**config.mk**
```make
export PLATFORM = sky130hd
export DESIGN_NAME = piso_shift_tx
export DESIGN_NICKNAME = d
export VERILOG_FILES = /design/src/rtl/piso_shift_tx.sv
export SDC_FILE = /design/constraint.sdc
export NUM_CORES = 1
export LEC_CHECK = 0
export BUFFER_PORTS_ARGS = -buffer_cell sky130_fd_sc_hd__buf_2
export CAP_MARGIN = 25
export CORE_MARGIN = 2
export CORE_UTILIZATION = 30
export DETAILED_ROUTE_END_ITERATION = 10
export GPL_ROUTABILITY_DRIVEN = 1
export SLEW_MARGIN = 20
export SYNTH_ARGS = -nofsm -noshare
export SYNTH_HDL_FRONTEND = slang
export SYNTH_SLANG_ARGS = --single-unit
```
**constraint.sdc**
```tcl
create_clock -name clk -period 3 [get_ports clk]
set_input_delay 0.3 -clock clk [delete_from_list [all_inputs] [get_ports clk]]
set_output_delay 0.3 -clock clk [all_outputs]
set_load 0.1 [all_outputs]
```
**src/rtl/piso_shift_tx.sv**
```systemverilog
// Parallel-in serial-out transmitter, MSB first; first bit one cycle after accept. Optional PISO_PARITY_EN appends an even-parity bit.
// Latency: bit k of an accepted word appears k+1 cycles after the handshake edge.
// Backpressure: load_ready is high in IDLE and in the word's final serial cycle only.
module piso_shift_tx #(
  parameter int WIDTH = 4
) (
  input  logic             clk,
  input  logic             rst,
  input  logic             load_valid,
  input  logic [WIDTH-1:0] din,
  output logic             load_ready,
  output logic             sout,
  output logic             sout_valid,
  output logic             done
);

  localparam int CW = $clog2(WIDTH + 1);
  localparam logic [CW-1:0] LAST = CW'(WIDTH - 1);

`ifdef PISO_PARITY_EN
  typedef enum logic [1:0] {IDLE, SHIFT, PARITY} state_t;
  logic par_q, par_d;
`else
  typedef enum logic {IDLE, SHIFT} state_t;
`endif

  state_t           state_q, state_d;
  logic [WIDTH-1:0] shreg_q, shreg_d;
  logic [CW-1:0]    cnt_q, cnt_d;
  logic             last_bit;
  logic             accept;

  assign last_bit = (state_q == SHIFT) && (cnt_q == LAST);

  always_comb begin
    state_d    = state_q;
    shreg_d    = shreg_q;
    cnt_d      = cnt_q;
`ifdef PISO_PARITY_EN
    par_d      = par_q;
`endif
    load_ready = 1'b0;
    sout       = 1'b0;
    sout_valid = 1'b0;
    done       = 1'b0;

    case (state_q)
      IDLE: load_ready = 1'b1;
      SHIFT: begin
        sout       = shreg_q[WIDTH-1];
        sout_valid = 1'b1;
`ifndef PISO_PARITY_EN
        done       = last_bit;
        load_ready = last_bit;
`endif
      end
`ifdef PISO_PARITY_EN
      PARITY: begin
        sout       = par_q;
        sout_valid = 1'b1;
        done       = 1'b1;
        load_ready = 1'b1;
      end
`endif
      default: ;
    endcase

    accept = load_valid && load_ready;

    if (accept) begin
      state_d = SHIFT;
      shreg_d = din;
      cnt_d   = '0;
`ifdef PISO_PARITY_EN
      par_d   = ^din;
`endif
    end else if (state_q == SHIFT) begin
      shreg_d = shreg_q << 1;
      if (last_bit) begin
`ifdef PISO_PARITY_EN
        state_d = PARITY;
`else
        state_d = IDLE;
`endif
      end else begin
        cnt_d = cnt_q + 1'b1;
      end
    end else begin
      // Parity cycle with no new word waiting.
      state_d = IDLE;
    end
  end

  always_ff @(posedge clk) begin
    if (rst) begin
      state_q <= IDLE;
      shreg_q <= '0;
      cnt_q   <= '0;
`ifdef PISO_PARITY_EN
      par_q   <= 1'b0;
`endif
    end else begin
      state_q <= state_d;
      shreg_q <= shreg_d;
      cnt_q   <= cnt_d;
`ifdef PISO_PARITY_EN
      par_q   <= par_d;
`endif
    end
  end

endmodule

```
==> flow_metrics.env, run 1 <==
export IMPL_outcome="finished, final reports clean"
export IMPL_reg2reg_to="shreg_q[2]"
export IMPL_whs_path_depth=2
export IMPL_synthesis_nets=59
export IMPL_place_area_um2=475
export IMPL_syn_to_final_growth_pct=16.7
export IMPL_firstDrtPassIters=4
export IMPL_setup_worst_path_end_class="primary output"
export IMPL_grt_pass1_wl_um=1190
export IMPL_start_util_pct=32.4
export IMPL_cts_sinks=8
export IMPL_avgSynthCellArea_um2=8.53
export IMPL_layout_common_cells="buf_2 (10), dfxtp_1 (8), nor2_1 (6), a21oi_1 (5), inv_1 (4)"
export IMPL_via_per_inst=4.88
export IMPL_synth_distinct_cells=24
export IMPL_wl_per_cell_um=10.3
export IMPL_critPathArrivalTime_ns=1.64
export IMPL_setup_violations=0
export IMPL_fillers=146
export IMPL_grt_max_degree=16
export IMPL_post_cts_resize_count=0
export IMPL_netlist_instances=50
export IMPL_r2r_cells=5
export IMPL_die_y_um=41.7
export IMPL_wl_met1_um=389
export IMPL_synth_area_um2=427
export IMPL_total_leakage_power_uw=0.000226
export IMPL_swShare_pct=29.4
export IMPL_finalMaxSlewViolations=0
export IMPL_p_clk_share_pct=31.9
export IMPL_totalWireLength_um=770
export IMPL_clk_pin_slew_ns=0.05
export IMPL_clock_latency_ns=0.25
export IMPL_min_from="rst"
export IMPL_max_freq_mhz=516
export IMPL_cp_cell_sequence="ha_1 > ha_1 > nor2b_4 > inv_1 > buf_2"
export IMPL_reg2reg_from="cnt_q[0]"
export IMPL_antenna_found_initial=0
export IMPL_cts_root_buf="clkbuf_4"
export IMPL_rsz0062_at_grt="false"
export IMPL_cts_buffers=3
export IMPL_routed_wl_met3_um=57
export IMPL_crit_path_max_fanout=6
export IMPL_clk_path_buf_depth=2
export IMPL_post_cts_repair_setup_buffers=0
export IMPL_antenna_cells=0
export IMPL_tns_ns=0
export IMPL_critPathLaunchType="flop"
export IMPL_hp_class="in2reg"
export IMPL_ant_nets=0
export IMPL_cp_required_ns=2.70
export IMPL_core_um2=1320
export IMPL_grt_pass1_vias=283
export IMPL_fin_crit_sh_pct=64.6
export IMPL_critPathKind="reg2out"
export IMPL_slew_headroom_pct=68.0
export IMPL_pre_cts_slack_ns=1.31
export IMPL_via_count=366
export IMPL_path_buf_inv=2
export IMPL_fp_dieArea_um2=1740
export IMPL_numPortBuffers=10
export IMPL_highest_layer="met3"
export IMPL_drc_errors=0
export IMPL_yosysWarnings=0
export IMPL_cp_slowest_cell="buf_2"
export IMPL_htreeDepth=1
export IMPL_min_to="cnt_q[2]"
export IMPL_ys_ff_latch=8
export IMPL_layout_setup_ws_ns=1.06
export IMPL_peakVddDrop_mv=0.184
export IMPL_nNetsFinal=71
export IMPL_p_comb_share_pct=20.3
export IMPL_worst_slew_pin_slew_ns=0.484
export IMPL_p_per_area_nw_per_um2=498
export IMPL_std_cell_rows=13
export IMPL_ctsHoldBuffers=0
export IMPL_overflow=0
export IMPL_grt_usage_pct=9.17
export IMPL_fin_area_um2=498
export IMPL_fin_crit_ns=1.94
export IMPL_cp_common_cell="ha_1"
export IMPL_gp_congestion=0.697
export IMPL_intPower_uw=175
export IMPL_drtIter0Drc=6
export IMPL_p_switching_uw=73.1
export IMPL_max_cap_viol_count=0
export IMPL_regToRegSetupSlack_ns=1.61
export IMPL_skew_ns=0.00191
export IMPL_drive_gt1_share_pct=28.3
export IMPL_critPathMaxStageDelay_ns=0.43
export IMPL_hold_violations=0
export IMPL_mostFrequentLayoutCell="buf_2"
export IMPL_hold_ws_ns=0.334
export IMPL_cts_tree="yes"
export IMPL_yosysSeqAreaShare_pct=37.5
export IMPL_ioPinCount=11
export IMPL_seqPwrFrac_pct=47.7
export IMPL_die_w_um=41.7
export IMPL_critical_path_top_delay_family="buffers and inverters"
export IMPL_wl_met2_um=323
-- how the worst max path moves through the flow --
stage / startpoint / end / slack, ns / cells past startpoint
2_1_floorplan: state_q / sout / 0.78 / 2
3_3_place_gp: cnt_q[0] / load_ready / 1.35 / 5
3_5_place_dp: cnt_q[0] / load_ready / 1.31 / 5
4_1_cts: cnt_q[0] / load_ready / 1.02 / 5
5_1_grt: cnt_q[0] / load_ready / 0.95 / 5
6_report: cnt_q[0] / load_ready / 1.06 / 5
-- synthesized netlist by cell type --
cell / number / share of area [%]
inv_1: 4 / 3.5
and3b_1: 1 / 2.1
o221a_2: 2 / 5.3
nor2b_1: 1 / 1.5
nor2b_4: 1 / 3.2
buf_6: 1 / 2.6
a31oi_1: 2 / 2.9
or3_1: 1 / 1.5
a211oi_1: 1 / 1.8
o21a_1: 1 / 1.8
and2_1: 1 / 1.5
mux2i_1: 1 / 2.3
buf_2: 1 / 1.2
buf_1: 1 / 0.88
a21oi_1: 5 / 5.9
ha_1: 2 / 5.9
nor4_1: 1 / 1.5
nand2_1: 3 / 2.6
nand2b_1: 2 / 2.9
dfxtp_1: 8 / 38
and2_2: 1 / 1.8
nand3b_1: 2 / 3.5
nand3_1: 1 / 1.2
nor2_1: 6 / 5.3
-- cell families after synthesis --
logic type | after synthesis | synth area share, %
multiplexers | 1 | 2.35
adder cells (fa/ha/maj) | 2 | 5.86
buffers and inverters | 7 | 8.21
AND/OR/NAND/NOR | 21 | 28.4
flip-flops | 8 | 37.5
AO/OA/AOI/OAI | 11 | 17.6
-- routing by layer --
layer	track usage, %	vias up
li1	-	194
met1	10.9	163
met2	13.4	9
met3	6.52	0
met4	1.94	0
met5	0	-
-- stage by stage --
step           utilization, %  total power, uW  cells
6_report                 37.8              248     75
5_1_grt                  37.8              264     75
4_1_cts                  37.8              254     75
3_5_place_dp             36.1              171     72
3_3_place_gp             36.1              171     72
2_1_floorplan               -              162     50
-- worst register-to-register path: cells and delay by family, from the launching register on --
family / cells / cell delay, ns
adders and majority gates: 2 / 0.43
DFF: 1 / 0.34
and+or+nand+nor: 3 / 0.52
-- final cells by class --
class	count	area (um2)	share of cell area, %
sequential	8	160	32.2
multi-input combinational	35	231	46.5
inverter	4	15.0	3.02
timing repair buffer	10	50.0	10.1
clock buffer	3	22.5	4.52
tap	15	18.8	3.77
-- power groups by stage --
stage / registers [uW] / logic, uW / clock network [uW]
finish: 118 / 50.5 / 79.3
floorplan: 125 / 37.3 / 0
global route: 119 / 54.4 / 90.0
global placement: 120 / 50.7 / 0
CTS: 118 / 51.1 / 85.2
detailed placement: 121 / 50.8 / 0
-- flip-flops by register name, indices dropped and copies added, names as in the netlist --
name,flops
cnt_q,3
state_q,1
shreg_q,4
No activity file was read; power rests on OpenSTA's default activity.
==> run 2: changes to the inputs <==
--- a/config.mk
+++ b/config.mk
@@ -5,6 +5,7 @@
 export SDC_FILE = /design/constraint.sdc
 export NUM_CORES = 1
 export LEC_CHECK = 0
+export ABC_AREA = 1
 export BUFFER_PORTS_ARGS = -buffer_cell sky130_fd_sc_hd__buf_2
 export CAP_MARGIN = 25
 export CORE_MARGIN = 2
==> constraint.sdc (replaced) <==
create_clock -name clk -period 1.95 [get_ports clk]
set_input_delay 0.195 -clock clk [delete_from_list [all_inputs] [get_ports clk]]
set_output_delay 0.195 -clock clk [all_outputs]
set_load 0.1 [all_outputs]
==> run 2 against run 1 <==
Hold slack worse by 0.17 ns. Largest cell class unchanged. Synthesized area fell by 7.3%. Global-route usage rose by 3.2 points. Power increased by 54%. Sequential share of layout area grew 1.7 points. Register-to-register slack got worse by 1.1 ns. Highest routed layer is now met4. Via count up 3.0%. Final cell count is 11% higher. Clock skew about the same.
==> flow_metrics.env, run 2 <==
export IMPL_layout_common_cells="nand2_1 (15), buf_2 (10), inv_1 (9), nand3_1 (7), dfxtp_1 (7)"
export IMPL_overflow=0
export IMPL_netlist_instances=56
export IMPL_total_leakage_power_uw=0.000249
export IMPL_antenna_found_initial=0
export IMPL_antenna_cells=0
export IMPL_drc_errors=0
export IMPL_synthesis_nets=65
export IMPL_critPathMaxStageDelay_ns=0.47
export IMPL_dp_hpwl_um=519
export IMPL_synth_distinct_cells=12
export IMPL_std_cell_rows=13
export IMPL_grt_use_met1_pct=12.6
export IMPL_slew_headroom_pct=67.9
export IMPL_largestRegisters="shreg_q: 4 flops, cnt_q: 3 flops, state_q: 1 flops"
export IMPL_firstDrtPassIters=4
export IMPL_max_cap_viol_count=0
export IMPL_synth_area_top_cells="dfxtp_1 (41%), nand2_1 (14%), nand3_1 (8.9%), inv_1 (8.5%), a21oi_1 (6.3%)"
export IMPL_setup_violations=0
export IMPL_post_cts_resize_count=0
export IMPL_clock_latency_ns=0.25
export IMPL_critPathArrivalTime_ns=1.63
export IMPL_crit_path_max_fanout=12
export IMPL_avgSynthCellArea_um2=7.06
export IMPL_drtIter0Drc=2
export IMPL_ctsHoldBuffers=0
export IMPL_cts_tree="yes"
export IMPL_hp_class="in2reg"
export IMPL_path_buf_inv=2
export IMPL_cts_root_buf="clkbuf_4"
export IMPL_grt_pass1_vias=351
export IMPL_numPortBuffers=10
export IMPL_synth_area_um2=395
export IMPL_yosysSeqAreaShare_pct=40.5
export IMPL_regMostFlops="shreg_q"
export IMPL_peakVddDrop_mv=0.475
export IMPL_nNetsFinal=79
export IMPL_tns_ns=0
export IMPL_cts_sinks=8
export IMPL_skew_ns=0.00167
export IMPL_via_per_inst=4.54
export IMPL_setup_worst_path_end_class="primary output"
export IMPL_fp_dieArea_um2=1620
export IMPL_ant_nets=0
export IMPL_grt_max_degree=13
export IMPL_yosysWarnings=0
export IMPL_yosys_area_top_type="dfxtp_1"
export IMPL_cp_required_ns=1.75
export IMPL_final_util_pct=37.6
export IMPL_grt_pass1_wl_um=1240
export IMPL_hold_violations=0
export IMPL_die_w_um=40.3
export IMPL_fin_crit_sh_pct=93.3
export IMPL_use_met3_pct=3.33
export IMPL_synth_top_cell_area_share_pct=40.5
export IMPL_mostFrequentLayoutCell="nand2_1"
export IMPL_grt_busiest_layer="met2"
export IMPL_ys_ff_latch=8
export IMPL_cp_cell_sequence="ha_1 > ha_1 > inv_1 > nand2_2 > buf_2"
export IMPL_fin_crit_ns=1.82
export IMPL_start_util_pct=31.2
export IMPL_ioPinCount=11
export IMPL_totalWireLength_um=686
export IMPL_die_y_um=40.3
export IMPL_cts_buffers=3
export IMPL_cp_common_cell="ha_1"
export IMPL_via_count=377
export IMPL_syn_to_final_growth_pct=20.6
export IMPL_grtUsageMet2_pct=19.8
export IMPL_htreeDepth=1
export IMPL_max_freq_mhz=549
export IMPL_critPathLaunchType="flop"
export IMPL_core_um2=1270
export IMPL_drive_gt1_share_pct=23.5
export IMPL_p_per_area_nw_per_um2=803
export IMPL_worst_slew_pin_slew_ns=0.485
export IMPL_finalMaxSlewViolations=0
export IMPL_synth_most_common_cell="nand2_1"
export IMPL_fillers=146
export IMPL_yosys_most_used_dff="dfxtp_1"
export IMPL_critical_path_top_delay_family="buffers and inverters"
export IMPL_cp_slowest_cell="buf_2"
export IMPL_critPathKind="reg2out"
export IMPL_clk_path_buf_depth=2
export IMPL_ys_async_sr_fraction_pct=0
export IMPL_grt_usage_pct=12.4
export IMPL_wl_per_cell_um=8.27
export IMPL_gp_congestion=0.686
export IMPL_clk_pin_slew_ns=0.05
export IMPL_synth_edf_count=0
export IMPL_largest_register_ff_count=4
export IMPL_synth_common_cells="nand2_1 (15), inv_1 (9), dfxtp_1 (8)"
export IMPL_outcome="finished, final reports clean"
export IMPL_rsz0062_at_grt="false"
export IMPL_post_cts_repair_setup_buffers=0
run 2: worst paths after layout:
| check | startpoint | to | slack (ns) | cells past startpoint |
|---|---|---|---|---|
| hold / removal | rst | state_q | 0.16 | 2 |
| hold reg to reg | shreg_q[0] | shreg_q[0] | 0.46 | 2 |
| setup / recovery | cnt_q[0] | load_ready | 0.13 | 5 |
| setup reg to reg | cnt_q[0] | shreg_q[2] | 0.55 | 9 |
run 2: cell families (layout without fill, tap and decap cells):
group                    count (synthesis)  in the layout  share of synthesized area (%)
adder cells (fa/ha/maj)                  2              2                           6.33
flip-flops                               8              8                           40.5
AND/OR/NAND/NOR                         29             29                           31.0
AO/OA/AOI/OAI                            6              6                           8.54
XOR/XNOR                                 1              1                           2.22
buffers and inverters                   10             22                           11.4
run 2: layer usage:
metal / vias to the layer above / wire (um)
met5: - / 0
met4: 0 / 7
met3: 2 / 37
met2: 13 / 303
met1: 162 / 338
li1: 200 / -
run 2: report_power, final:
part | internal, uW | switching [uW]
Combinational | 19.8 | 57.7
Clock | 70.3 | 54.5
Sequential | 174 | 6.95
run 2: final cells by class:
class                           instances  area (um2)  area share [%]
Timing Repair Buffer                   10        50.0            10.5
Clock buffer                            3        22.5            4.72
Multi-Input combinational cell         38         190            39.9
Sequential cell                         8         161            33.9
Tap cell                               15        18.8            3.94
Inverter                                9        33.8            7.09
run 2: per-stage QoR:
step	std cells	area (um2)	hold slack (ns)	setup WS (ns)	total power, uW
4_1_cts	83	477	0.156	0.117	392
3_5_place_dp	80	454	0.432	0.400	262
5_1_grt	83	477	0.163	0.00624	409
2_1_floorplan	56	397	0.257	0.355	247
6_report	83	477	0.164	0.130	383
3_3_place_gp	80	454	0.432	0.434	262
run 2: worst reg2reg max path, stage by stage, from the launching register on:
cell and delay, ns:
dfxtp_1 0.35, ha_1 0.15, ha_1 0.15, inv_1 0.06, nand2_2 0.18, nand2_1 0.15, nand2_1 0.10, nand3_1 0.06
nand2_1 0.06, inv_1 0.03
==> run 3: changes to the inputs <==
--- a/config.mk
+++ b/config.mk
@@ -8,10 +8,11 @@
 export ABC_AREA = 1
 export BUFFER_PORTS_ARGS = -buffer_cell sky130_fd_sc_hd__buf_2
 export CAP_MARGIN = 25
-export CORE_MARGIN = 2
+export CORE_MARGIN = 3
 export CORE_UTILIZATION = 30
 export DETAILED_ROUTE_END_ITERATION = 10
 export GPL_ROUTABILITY_DRIVEN = 1
+export MAX_ROUTING_LAYER = met4
 export SLEW_MARGIN = 20
 export SYNTH_ARGS = -nofsm -noshare
 export SYNTH_HDL_FRONTEND = slang
==> constraint.sdc (replaced) <==
create_clock -name clk -period 1.75 [get_ports clk]
set_input_delay 0.175 -clock clk [delete_from_list [all_inputs] [get_ports clk]]
set_output_delay 0.175 -clock clk [all_outputs]
set_load 0.1 [all_outputs]
==> run 3 against run 2 <==
Hold slack worse by 0.010 ns. Largest power group unchanged. Critical path depth stayed put. Clock power is 8% higher. Register-to-register slack worse by 0.23 ns.
==> flow_metrics.env, run 3 (synthesis results as in run 2) <==
export IMPL_max_cap_viol_count=0
export IMPL_std_cell_rows=12
export IMPL_setup_violations=0
export IMPL_start_util_pct=33.8
export IMPL_via_per_inst=4.40
export IMPL_ant_nets=0
export IMPL_seqPwrFrac_pct=46.8
export IMPL_die_w_um=42.3
export IMPL_tns_ns=0
export IMPL_fp_dieArea_um2=1790
export IMPL_wl_per_cell_um=8.62
export IMPL_p_comb_share_pct=21.8
export IMPL_nNetsFinal=79
export IMPL_max_freq_mhz=622
export IMPL_antenna_found_initial=0
export IMPL_critPathArrivalTime_ns=1.43
export IMPL_overflow=0
export IMPL_p_total_uw=430
export IMPL_fin_crit_sh_pct=91.8
export IMPL_drtIter0Drc=7
export IMPL_numPortBuffers=10
export IMPL_cts_sinks=8
export IMPL_finalMaxSlewViolations=0
export IMPL_antenna_cells=0
export IMPL_via_count=361
export IMPL_p_clk_share_pct=31.3
export IMPL_drive_gt1_share_pct=23.5
export IMPL_crit_path_max_fanout=12
export IMPL_cts_buffers=3
export IMPL_peakVddDrop_mv=0.365
export IMPL_hold_ws_ns=0.154
export IMPL_post_cts_resize_count=0
export IMPL_critPathKind="reg2out"
export IMPL_largest_register_ff_count=4
export IMPL_ioPinCount=11
export IMPL_total_leakage_power_uw=0.000256
export IMPL_grt_max_degree=13
export IMPL_ctsHoldBuffers=0
export IMPL_clk_pin_slew_ns=0.05
export IMPL_cts_root_buf="clkbuf_4"
export IMPL_clk_path_buf_depth=2
export IMPL_regMostFlops="shreg_q"
export IMPL_cts_tree="yes"
export IMPL_slew_headroom_pct=68.0
export IMPL_rsz0062_at_grt="false"
export IMPL_hp_class="in2reg"
export IMPL_core_um2=1170
export IMPL_totalWireLength_um=707
export IMPL_dp_hpwl_um=557
export IMPL_grt_pass1_vias=298
export IMPL_intPower_uw=300
export IMPL_drc_errors=0
export IMPL_setup_worst_path_end_class="primary output"
export IMPL_skew_ns=0.000252
export IMPL_htreeDepth=1
export IMPL_mostFrequentLayoutCell="nand2_1"
export IMPL_grt_pass1_wl_um=1160
export IMPL_p_switching_uw=131
export IMPL_largestRegisters="shreg_q: 4 flops, cnt_q: 3 flops, state_q: 1 flops"
export IMPL_outcome="finished, final reports clean"
export IMPL_critPathLaunchType="flop"
export IMPL_clock_latency_ns=0.24
export IMPL_die_y_um=42.3
export IMPL_swShare_pct=30.4
export IMPL_p_per_area_nw_per_um2=877
export IMPL_grt_usage_pct=8.74
export IMPL_gp_congestion=0.803
export IMPL_worst_slew_pin_slew_ns=0.484
export IMPL_fin_crit_ns=1.61
export IMPL_syn_to_final_growth_pct=24.1
export IMPL_firstDrtPassIters=4
export IMPL_layout_common_cells="nand2_1 (15), inv_1 (9), buf_2 (9), nand3_1 (7), dfxtp_1 (7)"
export IMPL_post_cts_repair_setup_buffers=0
export IMPL_cp_required_ns=1.57
export IMPL_hold_violations=0
==> run 3: critical path, stage by stage (launching register included) <==
cell     delay [ns]
dfxtp_1        0.32
ha_1           0.20
ha_1           0.19
inv_1          0.08
nand2_2        0.17
buf_12         0.23
==> run 3: final timing paths <==
kind | startpoint | slack [ns] | cells past startpoint | to
setup / recovery | cnt_q[0] | 0.14 | 5 | load_ready
hold / removal | rst | 0.15 | 2 | state_q
setup reg to reg | cnt_q[0] | 0.32 | 9 | shreg_q[2]
hold reg to reg | cnt_q[2] | 0.47 | 2 | cnt_q[2]
==> run 3: power by group through the flow <==
stage | combinational [uW] | sequential [uW] | clock, uW
after floorplan | 57.2 | 218 | 0
after global placement | 93.3 | 205 | 0
after detailed placement | 94.0 | 205 | 0
after CTS | 94.2 | 202 | 141
after global routing | 103 | 203 | 146
final | 93.9 | 201 | 135
==> run 3: cell type report <==
class / instances / area [um2]
inverter: 9 / 33.8
timing repair buffer: 10 / 65.1
sequential: 8 / 161
fill: 130 / 681
clock buffer: 3 / 22.5
tap: 14 / 17.5
multi-input combinational: 38 / 190
==> run 3: metal layers <==
layer / vias to the layer above / track usage (%) / share of wire (%)
met5: - / - / 0
met1: 149 / 11.4 / 53
met2: 12 / 12.5 / 40
li1: 200 / - / -
met4: 0 / 3.73 / 0
met3: 0 / 2.58 / 7.1
==> run 3: metrics by stage <==
| step | area [um2] | util [%] | setup slack (ns) | instances |
|---|---|---|---|---|
| floorplan | 397 | - | 0.175 | 56 |
| global placement | 468 | 40.0 | 0.355 | 79 |
| detailed placement | 468 | 40.0 | 0.319 | 79 |
| CTS | 490 | 41.9 | 0.127 | 82 |
| global route | 490 | 41.9 | 0.0432 | 82 |
| finish | 490 | 41.9 | 0.143 | 82 |
